$ cat src/rtl/chip_cfg_rx.sv
// Chip-side serial programming receiver: oversamples sclk/sdin, shifts in one frame MSB-first, commits amplifier gain.
// Optional header validation enabled by defining CFG_RX_HDRCHK_EN.
module chip_cfg_rx #(
    parameter int unsigned NBITS    = 5,
    parameter int unsigned NHDR     = 2,
    parameter int unsigned TIMEOUT  = 128,
    parameter logic [2:0]  GAIN_RST = 3'd0
) (
    input  logic       i_mainclk,
    input  logic       i_resetAll,
    input  logic       i_sclk,
    input  logic       i_sdin,
    output logic [2:0] o_gainA1,
    output logic       o_ready,
    output logic       o_busy,
    output logic       o_frame_err
);

    localparam int unsigned CNT_W  = $clog2(NBITS + 1);
    localparam int unsigned IDLE_W = $clog2(TIMEOUT + 1);
    localparam int unsigned GAIN_W = 3;

    typedef enum logic [1:0] {
        sIDLE  = 2'd0,
        sSHIFT = 2'd1,
        sCHECK = 2'd2
    } state_t;

    state_t            state, state_nxt;
    logic [NBITS-1:0]  shreg, shreg_nxt;
    logic [CNT_W-1:0]  count, count_nxt;
    logic [IDLE_W-1:0] idle, idle_nxt;
    logic [GAIN_W-1:0] gain_nxt;
    logic              ready_nxt;
    logic              busy_nxt;
    logic              err_nxt;

    logic sclk_s1, sclk_s2, sclk_d;
    logic sdin_s1, sdin_s2;
    logic rise_c;
    logic hdr_ok_c;

    // Two-flop synchronisers plus one delay stage for sclk edge detection
    always_ff @(posedge i_mainclk) begin
        if (i_resetAll) begin
            sclk_s1 <= 1'b1;
            sclk_s2 <= 1'b1;
            sclk_d  <= 1'b1;
            sdin_s1 <= 1'b1;
            sdin_s2 <= 1'b1;
        end else begin
            sclk_s1 <= i_sclk;
            sclk_s2 <= sclk_s1;
            sclk_d  <= sclk_s2;
            sdin_s1 <= i_sdin;
            sdin_s2 <= sdin_s1;
        end
    end

    assign rise_c = sclk_s2 & ~sclk_d;

`ifdef CFG_RX_HDRCHK_EN
    assign hdr_ok_c = (shreg[NBITS-1 -: NHDR] == '0);
`else
    logic unused_hdr;
    assign hdr_ok_c   = 1'b1;
    assign unused_hdr = ^shreg[NBITS-1 -: NHDR];
`endif

    always_ff @(posedge i_mainclk) begin
        if (i_resetAll) begin
            state       <= sIDLE;
            shreg       <= '0;
            count       <= '0;
            idle        <= '0;
            o_gainA1    <= GAIN_RST;
            o_ready     <= 1'b0;
            o_busy      <= 1'b0;
            o_frame_err <= 1'b0;
        end else begin
            state       <= state_nxt;
            shreg       <= shreg_nxt;
            count       <= count_nxt;
            idle        <= idle_nxt;
            o_gainA1    <= gain_nxt;
            o_ready     <= ready_nxt;
            o_busy      <= busy_nxt;
            o_frame_err <= err_nxt;
        end
    end

    // Next-state and next-output logic
    always_comb begin
        state_nxt = state;
        shreg_nxt = shreg;
        count_nxt = count;
        idle_nxt  = idle;
        gain_nxt  = o_gainA1;
        ready_nxt = o_ready;
        busy_nxt  = o_busy;
        err_nxt   = 1'b0;

        case (state)
            sIDLE: begin
                idle_nxt = '0;
                if (rise_c) begin
                    shreg_nxt = {shreg[NBITS-2:0], sdin_s2};
                    count_nxt = CNT_W'(1);
                    busy_nxt  = 1'b1;
                    state_nxt = sSHIFT;
                end
            end

            sSHIFT: begin
                if (rise_c) begin
                    shreg_nxt = {shreg[NBITS-2:0], sdin_s2};
                    idle_nxt  = '0;
                    count_nxt = (count >= CNT_W'(NBITS)) ? count : count + CNT_W'(1);
                    if (count >= CNT_W'(NBITS - 1)) begin
                        state_nxt = sCHECK;
                    end
                end else if (idle >= IDLE_W'(TIMEOUT - 1)) begin
                    // sclk stalled mid-frame: drop the partial frame
                    idle_nxt  = IDLE_W'(TIMEOUT);
                    err_nxt   = 1'b1;
                    count_nxt = '0;
                    busy_nxt  = 1'b0;
                    state_nxt = sIDLE;
                end else begin
                    idle_nxt = idle + IDLE_W'(1);
                end
            end

            sCHECK: begin
                if (hdr_ok_c) begin
                    gain_nxt  = shreg[GAIN_W-1:0];
                    ready_nxt = 1'b1;
                end else begin
                    err_nxt = 1'b1;
                end
                count_nxt = '0;
                busy_nxt  = 1'b0;
                state_nxt = sIDLE;
            end

            default: begin
                count_nxt = '0;
                busy_nxt  = 1'b0;
                state_nxt = sIDLE;
            end
        endcase
    end

endmodule
$ cat config.mk
export PLATFORM = sky130hd
export DESIGN_NAME = chip_cfg_rx
export DESIGN_NICKNAME = d
export VERILOG_FILES = /design/src/rtl/chip_cfg_rx.sv
export SDC_FILE = /design/constraint.sdc
export NUM_CORES = 1
export LEC_CHECK = 0
export CORE_MARGIN = 2
export CORE_UTILIZATION = 41
export CTS_CLUSTER_SIZE = 10
export DETAILED_ROUTE_END_ITERATION = 8
export PLACE_DENSITY = 0.62
export SKIP_LAST_GASP = 1
export SYNTH_ARGS = -nofsm -noshare
export SYNTH_HDL_FRONTEND = slang
export SYNTH_SLANG_ARGS = --single-unit
$ cat constraint.sdc
create_clock -name i_mainclk -period 1.41 [get_ports i_mainclk]
set_clock_uncertainty 0.1 [all_clocks]
set_input_delay 0.141 -clock i_mainclk [delete_from_list [all_inputs] [get_ports i_mainclk]]
set_output_delay 0.141 -clock i_mainclk [all_outputs]
set_load 0.01 [all_outputs]
# ---- Word level (Yosys, flattened, before mapping)
# Index checks and enable logic that the tools add are counted.
dict set report word_totals {
  regBits 27
  inputBits 4
  out_inout_bits 6
  word_cells 55
}
dict set report op_classes {
  add_sub_neg 2
  order_cmp 3
  eq_ne 8
  mux 18
  bitwise 3
  reduce_logical 8
}
# operator count
set ops {}
lappend ops {{two-way mux 8 bit} 2}
lappend ops {{one-hot mux 8 bit (2 select lines)} 1}
lappend ops {{two-way mux 3 bit} 4}
lappend ops {{inequality test 3 bit (second input constant)} 3}
lappend ops {{AND reduction 3 bit} 3}
lappend ops {{adder 8 x 1 -> 8 bit (second input constant)} 1}
lappend ops {{>= comparator 8 x 7 -> 1 bit (second input constant)} 1}
lappend ops {{two-way mux 2 bit} 4}
lappend ops {{>= comparator 3 bit (second input constant)} 2}
lappend ops {{inequality test 2 bit (second input constant)} 3}
lappend ops {{one-hot mux 3 bit (2 select lines)} 1}
lappend ops {{two-way mux 1 bit} 4}
lappend ops {{one-hot mux 2 bit (2 select lines)} 1}
lappend ops {{adder 3 x 1 -> 3 bit (second input constant)} 1}
lappend ops {{OR reduction 3 bit} 1}
lappend ops {{equality test 2 x 1 -> 1 bit (second input constant)} 1}
lappend ops {{equality test 2 bit (second input constant)} 1}
lappend ops {{logical NOT 2 bit} 1}
lappend ops {{inverter 1 bit} 2}
lappend ops {{one-hot mux 1 bit (2 select lines)} 1}
lappend ops {{AND reduction 2 bit} 1}
lappend ops {{nonzero test 2 bit} 1}
lappend ops {{OR reduction 2 bit} 1}
lappend ops {{AND 1 bit} 1}

# ---- Depth between registers and ports, before layout
# Gate-level depths: netlist of run 1.
dict set report logic_depth {
  ltp_word 4
  mapped_depth 6
  depth_no_buf 6
}

# ---- Worst setup path after synthesis of run 1
# Ideal clock, no wire load.
dict set report synth_timing {
  kind {reg2reg}
  from {register idle[0]}
  to {register count[0]}
  arrival_ns 1.276
  setup_slack_ns -0.084
  stages_incl_launch_ff 6
  n_path_buf 0
  period_less_slack_ns 1.494
  cell_sequence {dfxtp_1 ha_1 and2_2 a21oi_2 mux2_2 o221a_1}
}
dict set report synth_via {
  elab_chain_cells 3
}
# item line
set synth_rtl {}
lappend synth_rtl {{start, declared} 32} ;# logic [IDLE_W-1:0] idle, idle_nxt;
lappend synth_rtl {{start signal, assigned} 84} ;# idle <= idle_nxt;
lappend synth_rtl {{>= comparator 8 x 7 -> 1 bit} 122} ;# end else if (idle >= IDLE_W'(TIMEOUT - 1)) begin
lappend synth_rtl {{inequality test 3 bit (no line)} --}
lappend synth_rtl {{AND reduction 3 bit (no line)} --}
lappend synth_rtl {{end signal, assigned} 83} ;# count <= count_nxt;
lappend synth_rtl {{end, declared} 31} ;# logic [CNT_W-1:0] count, count_nxt;
# Every way passes these cells.
# A chain may end at the register's enable or synchronous reset.

# ---- Final worst setup path of run 1
dict set report layout_timing {
  from {register idle[0]}
  to {register state[0]}
}
dict set report layout_via {
  elab_chain_cells 3
}
# item line
set layout_rtl {}
lappend layout_rtl {{>= comparator 8 x 7 -> 1 bit} 122}
lappend layout_rtl {{inequality test 3 bit (no line)} --}
lappend layout_rtl {{AND reduction 3 bit (no line)} --}
lappend layout_rtl {{end signal, assigned} 72} ;# state <= sIDLE;
lappend layout_rtl {{end signal, assigned} 81} ;# state <= state_nxt;
lappend layout_rtl {{end, declared} 29} ;# state_t state, state_nxt;
# Every way passes these cells.

==> results by group, run 1 <==
Cells and area
  – Share of cells above drive strength 1: 28.4%
  – Commonest non-fill, non-tap cell in the layout: dfxtp_1
  – Fin area: 1460 µm²
  – Area delta synth->final: 31.2%
  – Most frequent cells in the layout: 24 x dfxtp_1, 21 x buf_4, 14 x nor2_1, 12 x a21oi_1, 10 x nand2_1
  – Fin nets: about 160
  – Antenna diodes: 0

STA
  – Fin Hold WS: 0.256 ns
  – Final period util: 104%
  – Final WS setup: -0.0622 ns
  – Post-layout minimum cycle time: approximately 1.5 ns
  – Final Hold Fails: 0
  – Max Slew Vio Count: 0
  – Sum Neg Setup Slack: -0.109 ns
  – Unrepaired setup endpoints after global routing: true
  – Slew headroom: 78.6%
  – Slew @ Worst Pin: between 0.3 and 0.4 ns
  – Fmax achieved: slightly below 0.7 GHz
  – Final Setup Violations: 2

Pwr
  – PD cells: approximately 830 nW/µm²
  – Maximum vdd drop: approximately 0.54 mV
  – Leak Pwr: just under 0.6 nW
  – Total power draw: about 1.2 mW

Setup path
  – Critical path class: register to register
  – Critical Path End Type: register
  – RR Startpoint: idle[0]
  – R2r endpoint: state[0]
  – Startpoint types: register
  – Crit path max fanout: 5
  – Required time worst endpoint: between 1.5 and 2 ns
  – R2r worst-path depth: 6
  – Crit path to: state[0]
  – Crit path DAT: approximately 1.7 ns
  – R2r setup slk: -0.06 ns
  – CP Launch Point: idle[0]

Floorplan
  – Row cnt: 18
  – I/O pin count: 10
  – Chip Height: around 56 µm
  – Die width: between 50 and 60 µm
  – Core area: about 2500 µm²
  – Die area: approximately 3100 µm²
  – Starting density of the core: a little over two fifths

Global route
  – Overall routing resource usage: 15.3%
  – Total grt overflow: 0
  – First-pass GRT wire length: between 3000 and 4000 µm
  – Vias in the first global route: 875
  – Initial antenna violation count: 0
  – Largest net degree at the start of global routing: 18

Placement
  – Port buffer count: 9
  – Post-DP HPWL: about 1600 µm
  – Dpl cell area: 1390 µm²
  – Routability cong.: roughly 0.78

Synthesis
  – YS warnings: 0
  – Synth area leader: dfxtp_1
  – Area of the mapped netlist: 1110 µm²
  – Synth Area per Inst: 8.88 µm²
  – Largest cells by area after synthesis: dfxtp_1 49%, a21oi_1 6.3%, nor2_1 5.1%
  – Register bit total from synthesis: 27
  – Syn_nets: ~130
  – Netlist cell types: 30
  – Top-area cell type share of the netlist area: 48.7%
  – Seq/Total Area, Yosys: 48.7%
  – Post-synthesis instance total: about 130

Drt
  – Drt pass-1 iters: 4
  – DR iter-0 viols: 44
  – Via Count: 993
  – Antenna viol nets, final: 0
  – WL final: between 2000 and 2500 µm
  – Routed len/inst: ~13 µm
  – Vias per cell: about 5.4
  – DRC violations left: 0

CTS
  – Root buf cell: clkbuf_4
  – H-tree depth: 1
  – Clk slew on worst S/H paths: roughly 0.16 ns
  – CTS tree: done
  – Longest Clk Path Bufs: 2
  – Total CTS buffers: 3
  – Clock latency reported for the late side of the worst-skew pair: roughly 0.34 ns
  – Num Clock Sinks: 27

Min path
  – Hold/Removal Path Class: primary input to register

Run status
  – Outcome: finished with violations
  – Failing checks: setup timing

Job
  – Maxcap violations: 0
## registers in the layout, summed over array words and instances, names as in the netlist
register     count
count            3
idle             8
sclk_d           1
o_ready          1
sdin_s2          1
sclk_s1          1
o_busy           1
sclk_s2          1
sdin_s1          1
o_frame_err      1
o_gainA1         3
state            2
shreg            3
## cells in the mapped netlist (all sizes together)
cell type / count
dfxtp: 27
a21oi: 15
nor2: 15
nand2: 10
nor3: 7
or2: 6
mux2i: 4
nand3: 4
o21ai: 4
clkbuf: 3
ha: 3
inv: 3
nor2b: 3
xor2: 3
a31oi: 2
buf: 2
nand2b: 2
xnor2: 2
a311oi: 1
and2: 1
and4: 1
mux2: 1
nand4: 1
nand4b: 1
o221a: 1
o221ai: 1
o22ai: 1
o31ai: 1
## how the worst min path moves through the flow
stage            start  endpoint  slack (ns)  depth (start not counted)
6_report        i_sclk   sclk_s1        0.26                          2
5_1_grt         i_sdin   sdin_s1        0.25                          2
4_1_cts         i_sclk   sclk_s1        0.24                          2
3_5_place_dp   sclk_s1   sclk_s2        0.30                          1
3_3_place_gp   sclk_s1   sclk_s2        0.29                          1
2_1_floorplan   i_sclk   sclk_s1        0.14                          1
## final cells by class
type	count	area (µm²)
inverter	3	11.3
fill	239	1070
clock inverter	1	8.76
multi-input combinational	90	578
sequential	27	547
clock buffer	3	22.5
timing repair buffer	31	251
tap	30	37.5
## per-stage QoR
stage               instances  util, %  worst slack, ns
CTS                       185     57.1          -0.0123
detailed placement        179     55.0           -0.214
finish                    185     57.7          -0.0622
global placement          179     55.0           -0.157
floorplan                 125        -          0.00818
global route              185     57.7           -0.113
## critical path, cell delays in order, from the launching register on
cell	delay, ns
dfxtp_4	0.38
ha_4	0.16
and2_4	0.17
a21oi_4	0.23
buf_6	0.13
nand3_1	0.10
a21oi_2	0.15
## kinds of logic (layout without fill, tap and decap cells)
group | after synthesis | in the layout | share of synthesized area (%)
AND/OR/NAND/NOR | 51 | 51 | 22.7
adder cells (fa/ha/maj) | 3 | 3 | 3.38
flip-flops | 27 | 27 | 48.7
AO/OA/AOI/OAI | 26 | 26 | 13.9
buffers and inverters | 8 | 38 | 2.82
multiplexers | 5 | 5 | 4.62
XOR/XNOR | 5 | 5 | 3.95
## routing by layer
layer	up-vias	GRT usage, %	wire (µm)
li1	490	-	-
met1	459	20.2	1070
met2	38	24.5	1140
met3	6	3.49	124
met4	0	5.10	34
met5	-	0	0
## timing repair
| item | in CTS | in global routing |
|---|---|---|
| gates resized for setup | 9 | 5 |
| buffers inserted | 2 | 0 |
| hold buffers | 0 | 0 |
| setup endpoints to repair | 15 | 10 |
| pin swaps | 1 | 1 |
## where the power goes
group,switching [mW],internal (mW)
Combinational,0.0353,0.0353
Sequential,0.00448,0.772
Clock,0.251,0.116
Total,0.291,0.924
Note: power is estimated with default switching activity, not from simulation.
==> run 2: changes to the inputs <==
Settings changed: MAX_ROUTING_LAYER set to met4.
==> results by group, run 2 (synthesis results as in run 1) <==
Run status
  – Outcome: finished with violations
  – Failing checks: setup timing

Placement
  – Port buffer count: 9
  – Routability cong.: about 0.79
  – Dpl cell area: between 1000 and 1500 µm²
  – Post-DP HPWL: between 1500 and 2000 µm

Cells and area
  – Share of cells above drive strength 1: approximately 28%
  – Most frequent cells in the layout: 24 x dfxtp_1, 21 x buf_4, 14 x nor2_1, 12 x a21oi_1, 10 x nand2_1
  – Max reg flops: 8
  – Fin area: between 1000 and 1500 µm²
  – Antenna diodes: 0
  – Commonest non-fill, non-tap cell in the layout: dfxtp_1
  – Area delta synth->final: 31.2%
  – Reg with most FFs: idle
  – Fin nets: about 160

Drt
  – DR iter-0 viols: 33
  – WL final: ~2300 µm
  – Routed len/inst: ~13 µm
  – Drt pass-1 iters: 4
  – Vias per cell: about 5.2
  – Antenna viol nets, final: 0
  – DRC violations left: 0
  – Via Count: roughly 1000

Setup path
  – Crit path max fanout: 5
  – CP Launch Point: idle[0]
  – R2r endpoint: state[0]
  – R2r worst-path depth: 6
  – Crit path DAT: between 1.5 and 2 ns
  – Crit path to: state[0]
  – Required time worst endpoint: about 1.6 ns
  – R2r setup slk: -0.06 ns
  – RR Startpoint: idle[0]
  – Critical path class: register to register
  – Critical Path End Type: register
  – Startpoint types: register

CTS
  – CTS tree: done
  – Root buf cell: clkbuf_4
  – Longest Clk Path Bufs: 2
  – Num Clock Sinks: 27
  – H-tree depth: 1
  – Clock latency reported for the late side of the worst-skew pair: roughly 0.34 ns
  – Total CTS buffers: 3
  – Clk slew on worst S/H paths: approximately 0.16 ns

Global route
  – Initial antenna violation count: 0
  – Vias in the first global route: a little under 900
  – Largest net degree at the start of global routing: 18
  – Total grt overflow: 0
  – First-pass GRT wire length: 3870 µm
  – Overall routing resource usage: about 16%

Min path
  – Hold/Removal Path Class: primary input to register

Job
  – Maxcap violations: 0

Pwr
  – PD cells: between 800 and 900 nW/µm²
  – Switch Pwr: between 0.2 and 0.3 mW
  – Comb pwr share: roughly 5.8%
  – Switching Share: approximately 24%
  – Total power draw: 1.22 mW
  – Reg power frac: roughly 64%
  – Clock Power Share: ~31%
  – Maximum vdd drop: about 0.55 mV
  – Cell Int Power: a little over 0.9 mW
  – Leak Pwr: roughly 0.6 nW

Floorplan
  – Row cnt: 18
  – Starting density of the core: between 40% and 50%
  – Chip Height: between 50 and 60 µm
  – Die area: about 3100 µm²
  – Core area: 2520 µm²
  – I/O pin count: 10
  – Die width: around 56 µm

STA
  – Final Setup Violations: 2
  – Final Hold Fails: 0
  – Post-layout minimum cycle time: approximately 1.5 ns
  – Final period util: 104%
  – Fmax achieved: ~0.68 GHz
  – Fin Hold WS: about 0.25 ns
  – Slew @ Worst Pin: roughly 0.32 ns
  – Slew headroom: a little under 80%
  – Max Slew Vio Count: 0
  – Unrepaired setup endpoints after global routing: true
  – Final WS setup: -0.0595 ns
-- run 2: cell counts in the layout (fill, tap and decap cells not counted) --
No cell type changed its count.
-- run 2: power by group through the flow --
stage / sequential, mW / combinational [mW] / clock (mW)
floorplan: 0.794 / 0.0322 / 0
global placement: 0.793 / 0.0659 / 0
detailed placement: 0.793 / 0.0673 / 0
CTS: 0.777 / 0.0676 / 0.387
global route: 0.779 / 0.0776 / 0.414
finish: 0.777 / 0.0706 / 0.373
-- run 2: worst max-delay path, cell delays in order, from the launching register on --
cell and delay, ns:
dfxtp_4 0.38, ha_4 0.16, and2_4 0.17, a21oi_4 0.23
buf_6 0.13, nand3_1 0.10, a21oi_2 0.15
-- run 2: worst min-delay path by stage --
stage	startpoint	end	slack, ns	cells past startpoint
finish	i_sclk	sclk_s1	0.25	2
global route	i_sdin	sdin_s1	0.25	2
CTS	i_sclk	sclk_s1	0.24	2
detailed placement	sclk_s1	sclk_s2	0.30	1
global placement	sclk_s1	sclk_s2	0.29	1
floorplan	i_sclk	sclk_s1	0.14	1
-- run 2: cell type report --
type,count,area (µm²)
multi-input cells,90,578
flip-flops and latches,27,547
clock buffers,3,22.5
well taps,30,37.5
repair buffers,31,251
clock inverters,1,8.76
fillers,239,1070
inverters,3,11.3
-- run 2: metal layers --
metal	wire length, µm	up-vias	global-route usage [%]
li1	-	489	-
met1	1080	455	20.2
met2	1140	23	24.5
met3	98	4	3.49
met4	30	0	5.10
met5	0	-	-
-- run 2: stage by stage --
| step | TNS, ns | utilization [%] | setup WS, ns | cells |
|---|---|---|---|---|
| finish | -0.103 | 57.7 | -0.0595 | 185 |
| global route | -0.374 | 57.7 | -0.113 | 185 |
| CTS | -0.0123 | 57.1 | -0.0123 | 185 |
| detailed placement | -1.73 | 55.0 | -0.214 | 179 |
| global placement | -1.26 | 55.0 | -0.157 | 179 |
| floorplan | 0 | - | 0.00818 | 125 |
-- run 2: repair_timing --
item                       4_1_cts  5_1_grt
pin swaps                        1        1
resized for setup                9        5
setup endpoints to repair       15       10
gates cloned                     0        0
buffers inserted                 2        0
hold buffers                     0        0
